File: src/rtl/mul_pkg.sv
// Shared types and helpers for the iterative multiply unit (and the future divider).
package mul_pkg;

  typedef enum logic [1:0] {
    MUL    = 2'b00,
    MULH   = 2'b01,
    MULHSU = 2'b10,
    MULHU  = 2'b11
  } mul_op_e;

  typedef enum logic [1:0] {
    IDLE,
    BUSY,
    DONE
  } mul_state_e;

  // Returns {rs1_signed, rs2_signed} for an op.
  function automatic logic [1:0] op_signed(input mul_op_e op);
    case (op)
      MUL, MULH: op_signed = 2'b11;
      MULHSU:    op_signed = 2'b10;
      default:   op_signed = 2'b00;
    endcase
  endfunction

endpackage

File: src/rtl/mul_operand_prep.sv
// Turns raw sources into unsigned magnitudes plus a result-negate flag.
module mul_operand_prep
  import mul_pkg::*;
#(
  parameter int XLEN = 32
) (
  input  logic [1:0]      op_i,
  input  logic [XLEN-1:0] rs1_i,
  input  logic [XLEN-1:0] rs2_i,
  output logic [XLEN-1:0] op_a_o,
  output logic [XLEN-1:0] op_b_o,
  output logic            negate_o
);

  logic [1:0] sgn;
  logic       a_neg;
  logic       b_neg;

  // The most-negative value negates onto itself, which is its correct unsigned magnitude.
  always_comb begin
    sgn      = op_signed(mul_op_e'(op_i));
    a_neg    = sgn[1] & rs1_i[XLEN-1];
    b_neg    = sgn[0] & rs2_i[XLEN-1];
    op_a_o   = a_neg ? (~rs1_i + XLEN'(1)) : rs1_i;
    op_b_o   = b_neg ? (~rs2_i + XLEN'(1)) : rs2_i;
    negate_o = a_neg ^ b_neg;
  end

endmodule

File: src/rtl/mul_iter.sv
// Iterative shift-add multiplier for MUL/MULH/MULHSU/MULHU.
// Retires RADIX_BITS multiplier bits per cycle behind valid/ready handshakes.
module mul_iter
  import mul_pkg::*;
#(
  parameter int XLEN       = 32,
  parameter int RADIX_BITS = 4,
  parameter int TAG_W      = 5,
  parameter int EARLY_OUT  = 0
) (
  input  logic             clk,
  input  logic             rst,
  input  logic             flush,
  input  logic             in_valid,
  output logic             in_ready,
  input  logic [1:0]       mul_op,
  input  logic [XLEN-1:0]  rs1,
  input  logic [XLEN-1:0]  rs2,
  input  logic [TAG_W-1:0] in_tag,
  output logic             out_valid,
  input  logic             out_ready,
  output logic [XLEN-1:0]  out_result,
  output logic [TAG_W-1:0] out_tag
);

  localparam int N     = XLEN / RADIX_BITS;
  localparam int CNT_W = $clog2(N + 1);
  localparam int PW    = 2 * XLEN;

  mul_state_e       state_q, state_d;
  logic [PW-1:0]    acc_q, acc_d;
  logic [PW-1:0]    mcand_q, mcand_d;
  logic [XLEN-1:0]  mplier_q, mplier_d;
  logic [XLEN-1:0]  result_q, result_d;
  logic [CNT_W-1:0] cnt_q, cnt_d;
  logic             negate_q, negate_d;
  logic             hi_q, hi_d;
  logic [TAG_W-1:0] tag_q, tag_d;
  logic [TAG_W-1:0] out_tag_q, out_tag_d;

  logic [XLEN-1:0]  prep_a, prep_b;
  logic             prep_neg;
  logic             accept;
  logic             finish;
  logic [PW-1:0]    partial;
  logic [PW-1:0]    prod;

  mul_operand_prep #(.XLEN(XLEN)) u_prep (
    .op_i     (mul_op),
    .rs1_i    (rs1),
    .rs2_i    (rs2),
    .op_a_o   (prep_a),
    .op_b_o   (prep_b),
    .negate_o (prep_neg)
  );

  assign in_ready   = !rst && !flush && (state_q == IDLE || (state_q == DONE && out_ready));
  assign accept     = in_valid && in_ready;
  assign out_valid  = (state_q == DONE);
  assign out_result = result_q;
  assign out_tag    = out_tag_q;

  // Early-out needs at least one retired digit so a zero multiplier still spends one cycle.
  assign finish  = (cnt_q == CNT_W'(N)) ||
                   ((EARLY_OUT != 0) && (cnt_q != '0) && (mplier_q == '0));
  assign partial = mcand_q * PW'(mplier_q[RADIX_BITS-1:0]);
  assign prod    = negate_q ? (~acc_q + PW'(1)) : acc_q;

  always_comb begin
    state_d   = state_q;
    acc_d     = acc_q;
    mcand_d   = mcand_q;
    mplier_d  = mplier_q;
    cnt_d     = cnt_q;
    negate_d  = negate_q;
    hi_d      = hi_q;
    tag_d     = tag_q;
    result_d  = result_q;
    out_tag_d = out_tag_q;

    case (state_q)
      BUSY: begin
        if (finish) begin
          state_d   = DONE;
          result_d  = hi_q ? prod[PW-1:XLEN] : prod[XLEN-1:0];
          out_tag_d = tag_q;
        end else begin
          acc_d    = acc_q + partial;
          mcand_d  = mcand_q << RADIX_BITS;
          mplier_d = mplier_q >> RADIX_BITS;
          cnt_d    = cnt_q + CNT_W'(1);
        end
      end
      DONE: begin
        if (out_ready) state_d = IDLE;
      end
      default: ;
    endcase

    // A new op can only land from IDLE or from a DONE that is being drained this cycle.
    if (accept) begin
      state_d  = BUSY;
      acc_d    = '0;
      mcand_d  = PW'(prep_b);
      mplier_d = prep_a;
      cnt_d    = '0;
      negate_d = prep_neg;
      hi_d     = (mul_op != 2'b00);
      tag_d    = in_tag;
    end

    if (flush) state_d = IDLE;
  end

  always_ff @(posedge clk or posedge rst) begin
    if (rst) begin
      state_q   <= IDLE;
      acc_q     <= '0;
      mcand_q   <= '0;
      mplier_q  <= '0;
      cnt_q     <= '0;
      negate_q  <= 1'b0;
      hi_q      <= 1'b0;
      tag_q     <= '0;
      result_q  <= '0;
      out_tag_q <= '0;
    end else begin
      state_q   <= state_d;
      acc_q     <= acc_d;
      mcand_q   <= mcand_d;
      mplier_q  <= mplier_d;
      cnt_q     <= cnt_d;
      negate_q  <= negate_d;
      hi_q      <= hi_d;
      tag_q     <= tag_d;
      result_q  <= result_d;
      out_tag_q <= out_tag_d;
    end
  end

endmodule
File: config.mk
export PLATFORM = sky130hd
export DESIGN_NAME = mul_iter
export DESIGN_NICKNAME = d
export VERILOG_FILES = /design/src/rtl/mul_pkg.sv /design/src/rtl/mul_operand_prep.sv /design/src/rtl/mul_iter.sv
export SDC_FILE = /design/constraint.sdc
export NUM_CORES = 1
export LEC_CHECK = 0
export CAP_MARGIN = 20
export CORE_MARGIN = 2
export CORE_UTILIZATION = 47
export CTS_CLUSTER_DIAMETER = 100
export DETAILED_ROUTE_END_ITERATION = 7
export GPL_TIMING_DRIVEN = 0
export PLACE_DENSITY = 0.8
export SYNTH_ARGS = -nofsm -noshare
export SYNTH_HDL_FRONTEND = slang
export SYNTH_SLANG_ARGS = --single-unit
File: constraint.sdc
create_clock -name clk -period 7.3 [get_ports clk]
set_input_delay 1.46 -clock clk [delete_from_list [all_inputs] [get_ports clk]]
set_output_delay 1.46 -clock clk [all_outputs]
set_load 0.01 [all_outputs]
== Yosys cells after proc, flatten, opt, wreduce, memory -nomap -nowiden ==
Cells that the tools add are included.

* Register bits: 210
* Bits of input ports: 76
* Output and inout port bits: 39
* Logic and storage cells: 68

* Add/sub/neg operators: 5
* Multiply operators: 1
* Equal/unequal tests: 8
* Muxes and demuxes: 22
* Bitwise logic cells: 6
* Reduce and logical (&&, ||, !) cells: 16

{| class="wikitable"
|+ Operator list
! cell !! count
|-
| 64-bit 2-to-1 mux || 7
|-
| 32-bit 2-to-1 mux || 6
|-
| 32-bit by 1-bit adder with 32-bit output (second input constant) || 2
|-
| 64-bit by 1-bit adder with 64-bit output (second input constant) || 1
|-
| 64-bit adder || 1
|-
| 64-bit by 4-bit multiplier with 64-bit output || 1
|-
| 32-bit NOT || 2
|-
| 64-bit NOT || 1
|-
| 4-bit 2-to-1 mux || 3
|-
| 2-bit 2-to-1 mux || 4
|-
| 2-bit one-hot mux with 2 select lines || 2
|-
| 4-bit by 1-bit adder with 4-bit output (second input constant) || 1
|-
| 2-bit by 1-bit == test with 1-bit output (second input constant) || 2
|-
| 2-bit == test (second input constant) || 2
|-
| 4-bit == test (second input constant) || 1
|-
| 1-bit logical AND || 4
|-
| 2-bit zero test || 2
|-
| 4-bit by 2-bit != test with 1-bit output (second input constant) || 1
|-
| 4-bit != test (second input constant) || 1
|-
| 2-bit AND reduction || 2
|-
| 2-bit nonzero test || 2
|-
| 4-bit nonzero test || 1
|-
| 3-bit AND reduction || 1
|-
| 1-bit bitwise AND || 2
|-
| 5 further kinds || 6
|}

== Logic depth before layout (Yosys ltp) ==
* Word-level depth: 7
* Depth in mapped cells: 20
* Gate-level depth less buffers: 18

== Hierarchy ==
Synthesis repeated with hierarchy kept, for this count alone.

* Cell total of the unflattened synthesis: 2584
* Area, all modules: 21132.8 um^2

{| class="wikitable"
|+ By module, submodules not included
! module !! instances !! cells each !! area each (um^2) !! seq. area each (um^2)
|-
| mul_iter || 1 || 2381 || 19771.5 || 5255.0
|-
| mul_operand_prep || 1 || 203 || 1361.3 || 0.0
|}

== Worst setup path after synthesis ==
No wires, ideal clock.

* Kind: register to register
* Start: reg mplier_q[2]
* End: reg acc_q[63]
* Setup time: 0.133 ns
* Arrival: 4.891 ns
* Data required time: 7.167 ns
* Slack: 2.276 ns
* Stages on the path, launching flop included: 21
* Path buffers: 3
* Clock period less this slack: 5.024 ns
* Path through: dfrtp_1 -> clkbuf_1 -> clkbuf_1 -> and2_1 -> fa_1 -> fa_1 -> inv_1 -> fa_1 -> inv_1 -> ha_1 -> clkbuf_1 -> and4_1 -> nor3b_1 -> o2111ai_1 -> a21oi_1 -> nor4_1 -> nor2_1 -> a21boi_0 -> o41ai_1 -> xnor2_1 -> o21ai_0

* Word-level cells in the longest chain between the ends: 5

{| class="wikitable"
|+ RTL lines
! item !! RTL line !! source
|-
| start: declaration || mul_iter.sv:33 || <nowiki>logic [XLEN-1:0] mplier_q, mplier_d;</nowiki>
|-
| start signal: assignment || mul_iter.sv:131 || <nowiki>mplier_q <= mplier_d;</nowiki>
|-
| 64-bit by 4-bit multiplier with 64-bit output || mul_iter.sv:66 || <nowiki>assign partial = mcand_q * PW'(mplier_q[RADIX_BITS-1:0]);</nowiki>
|-
| 64-bit adder || mul_iter.sv:88 || <nowiki>acc_d = acc_q + partial;</nowiki>
|-
| 64-bit 2-to-1 mux || mul_iter.sv:83 || <nowiki>if (finish) begin</nowiki>
|-
| 64-bit 2-to-1 mux || mul_iter.sv:81 || <nowiki>case (state_q)</nowiki>
|-
| 64-bit 2-to-1 mux || mul_iter.sv:101 || <nowiki>if (accept) begin</nowiki>
|-
| end signal: assignment || mul_iter.sv:118 || <nowiki>acc_q <= '0;</nowiki>
|-
| end signal: assignment || mul_iter.sv:129 || <nowiki>acc_q <= acc_d;</nowiki>
|-
| end: declaration || mul_iter.sv:31 || <nowiki>logic [PW-1:0] acc_q, acc_d;</nowiki>
|}

No other way between the ends. The select of a mux whose other input is x is not followed.
A chain may end at the register's enable or synchronous reset.

== Final worst setup path ==
Ends and elaborated chain as after synthesis.

==> impl_metrics.toml <==
[floorplanning]
num_rows = 77
io_pins = 115
dieHeight_um = 215
dieArea_um2 = 46100
die_w_um = 215
core_um2 = 44000
start_util_pct = 47.4

[cts]
cts.sinks = 210
cts_buffers = 26
clockRootBuffer = "clkbuf_16"
clock_latency_ns = 0.56
holdBufCountCts = 0
htreeDepth = 1
cts_tree = "done"
path_clk_slew_ns = 0.07
clockBufferDepth = 3

[layout]
diodes = 0
register_area_um2 = 5260
mostFrequentLayoutCell = "inv_1"
stdcell_count = 3252
final_cell_mix = "inv_1, nand2_1, and2_1"
fin_nets = 2972
multi_input_area_um2 = 13900
areaGrowthSynthToFinish_pct = 13.7
post_route_cells_drive_above_1_share_pct = 2.93
num-fill-cells = 4048

[sta]
min_period_ns = 6.73
fin_skew_ns = 0.0217
setup_violations = 0
final_max_slew_viol_count = 0
worstMarginPinSlew_ns = 1.05
rsz0062_at_grt = "no"
fmax_ghz = 0.149
slew_headroom_pct = 29.2
tns_ns = 0
min_period_over_period_pct = 92.2
hold_viol = 0

[power_and_ir_drop]
comb_power_share_pct = 65.9
p_clk_share_pct = 13.3
switching_share_pct = 52.0
intPower_mw = 4.90
p_seq_share_pct = 20.8
max-vdd-ir-drop_v = 0.000191
p_switching_mw = 5.30
powerDensity_nw_per_um2 = 430
leakage_nw = 11.0

[worst_setup_path]
critical_path_required_ns = 7.71
crit_path_top_delay_cell = "fa_1"
slowest_delay_ns = 0.55
endpoint_kind = "register"
worstPathMaxFanout = 10
start_kind = "register"
worstSetupPathType = "reg2reg"
path_cells = "clkbuf_1 -> clkbuf_1 -> and2_1 -> fa_1 -> fa_1 -> inv_1 -> fa_1 -> inv_1 -> ha_1 -> clkbuf_1 -> nand4_1 -> nor3b_2 -> o2111ai_1 -> a21oi_1 -> nor4_1 -> nor2_1 -> a21boi_0 -> o41ai_1 -> xnor2_1 -> o21ai_0"
crit_arrival_ns = 7.15

[synth]
ys_types = 63
synth.area.top_cells = "dfrtp_1, fa_1, and2_1"
ys_warn_count = 0
syn_area_um2 = 20900
synth_top_cell_area_share_pct = 25.2
synth_top_flop_cell = "dfrtp_1"
async_reset_ff_share_pct = 100
synthCells = 2495
yosys.area.top_type = "dfrtp_1"
synth_compound_area_share_pct = 16.8
yosys-mux-area-fraction_pct = 0.438
ys_seq_area_share_pct = 25.2
syn_nets = 2825
yosys_register_bits = 210
synth_edf_count = 0
synth_fa_ha_area_share_pct = 21.8
synth_top_family_by_area = "adder cells"
syn_avg_cell_area_um2 = 8.36
synthXorXnorAreaFrac_pct = 7.51
synthSimpleGateAreaFrac_pct = 20.0

[detailed_routing]
firstDrtPassIters = 5
drt_wl_total_um = 66700
vias = 18600
vias_per_cell = 5.73
routedWlPerCell_um = 20.5
drc = 0
drtAntennaViolNets = 0
drtIter0Drc = 1850

[global_routing]
grt_max_degree = 116
overflow = 0
grt_usage_pct = 28.9
grt_pass1_wl_um = 105000
grt_pass1_vias = 18700
antenna_found_initial = 1

[run]
drv_cap = 0

[place]
gp_congestion = 0.932
hpwl_um = 54000
dp_cells = 3205
place.port_buffers = 114

[min_path]
hp-class = "reg2reg"

[run_status]
status = "finished, final reports clean"
worst paths after layout:
| kind | startpoint | end | slack, ns | cells past startpoint |
|---|---|---|---|---|
| worst max-delay path | mplier_q[2]$_DFFE_PP0P_ | acc_q[63]$_DFFE_PP0P_ | 0.57 | 20 |
| worst min-delay path | tag_q[4]$_DFFE_PP0P_ | out_tag[4]$_DFFE_PP0P_ | 0.47 | 2 |
| worst max register to register | mplier_q[2]$_DFFE_PP0P_ | acc_q[63]$_DFFE_PP0P_ | 0.57 | 20 |
| worst min register to register | tag_q[4]$_DFFE_PP0P_ | out_tag[4]$_DFFE_PP0P_ | 0.47 | 2 |
| max in group asynchronous | rst | mcand_q[8]$_DFFE_PP0P_ | 4.74 | 3 |
| min in group asynchronous | rst | tag_q[0]$_DFFE_PP0P_ | 1.58 | 2 |
area by class of cell:
cell class	instances	area share [%]
Clock inverter	14	0.717
Timing Repair Buffer	119	5.11
Buffer	134	2.15
Tap cell	592	3.12
Clock buffer	32	3.05
Sequential cell	210	22.1
Inverter	323	5.14
Multi-Input combinational cell	1828	58.6
state kept, by name (all words and copies together), names as in the netlist:
register	flops
acc_q	64
cnt_q	4
hi_q	1
mcand_q	64
mplier_q	32
negate_q	1
out_result	32
out_tag	5
state_q	2
tag_q	5
per-layer routing:
layer,up-vias,global-route usage (%),routed length [um]
met2,822,46.0,29900
li1,8582,-,-
met5,-,0,0
met4,0,10.3,2640
met1,9097,40.0,28900
met3,146,4.77,5300
cells by family (layout without fill, tap and decap cells):
group / count (synthesis) / in the layout
adder cells (fa/ha/maj): 254 / 254
multiplexers: 9 / 9
AND/OR/NAND/NOR: 816 / 816
AO/OA/AOI/OAI: 570 / 570
flip-flops: 210 / 210
XOR/XNOR: 179 / 179
buffers and inverters: 457 / 622
per-stage QoR:
step                      hold WS [ns]  setup slack, ns  instance area, um2  power, mW  util (%)
final                            0.472            0.567               23700       10.2      53.9
after global routing             0.497            0.278               23700       11.1      53.9
after CTS                        0.476            0.341               23700       10.1      53.9
after detailed placement         0.462            0.367               22800       8.68      51.8
after global placement           0.444            -2.50               22700       8.50      51.7
after floorplan                  0.439            0.102               20900       6.62         -
Yosys cell counts (9+ instances only):
master    instances
nor2b_1           9
nand2_1         247
inv_1           323
xor2_1           59
nor4_1           15
o21bai_1         13
ha_1             72
o21ai_0         197
buf_1            10
a21o_1           32
nor2_1          104
dfrtp_1         210
o31ai_1          27
clkbuf_1        121
nor3_1           24
o22ai_1          39
a211oi_1         10
and2_1          242
xnor2_1         120
o41ai_1          17
nand3_1          73
or4_1            15
or2_2            11
nand4_1          29
a22oi_1          59
a21oi_1         119
fa_1            182
nand2b_1         14
power by group through the flow:
stage                     clock [mW]  sequential, mW  combinational, mW
final                           1.36            2.12               6.72
after global routing            1.41            2.17               7.49
after CTS                       1.37            2.09               6.61
after detailed placement           0            2.11               6.57
after global placement             0            2.09               6.41
after floorplan                    0            1.94               4.68
worst max-delay path, delay by kind of cell (launching register included):
kind	cells	cell delay, ns
DFF	1	0.32
buffers and inverters	5	1.32
AOI/OAI and AO/OA	5	1.50
adders and majority gates	4	1.78
xor gates and xnor gates	1	0.20
and+or+nand+nor	5	1.47
repair_timing:
action / 4_1_cts / 5_1_grt
gates resized for setup: 0 / 1
setup buffers: 0 / 0
endpoints found under the setup margin: 0 / 1
Power figures use the tool's default switching activity.
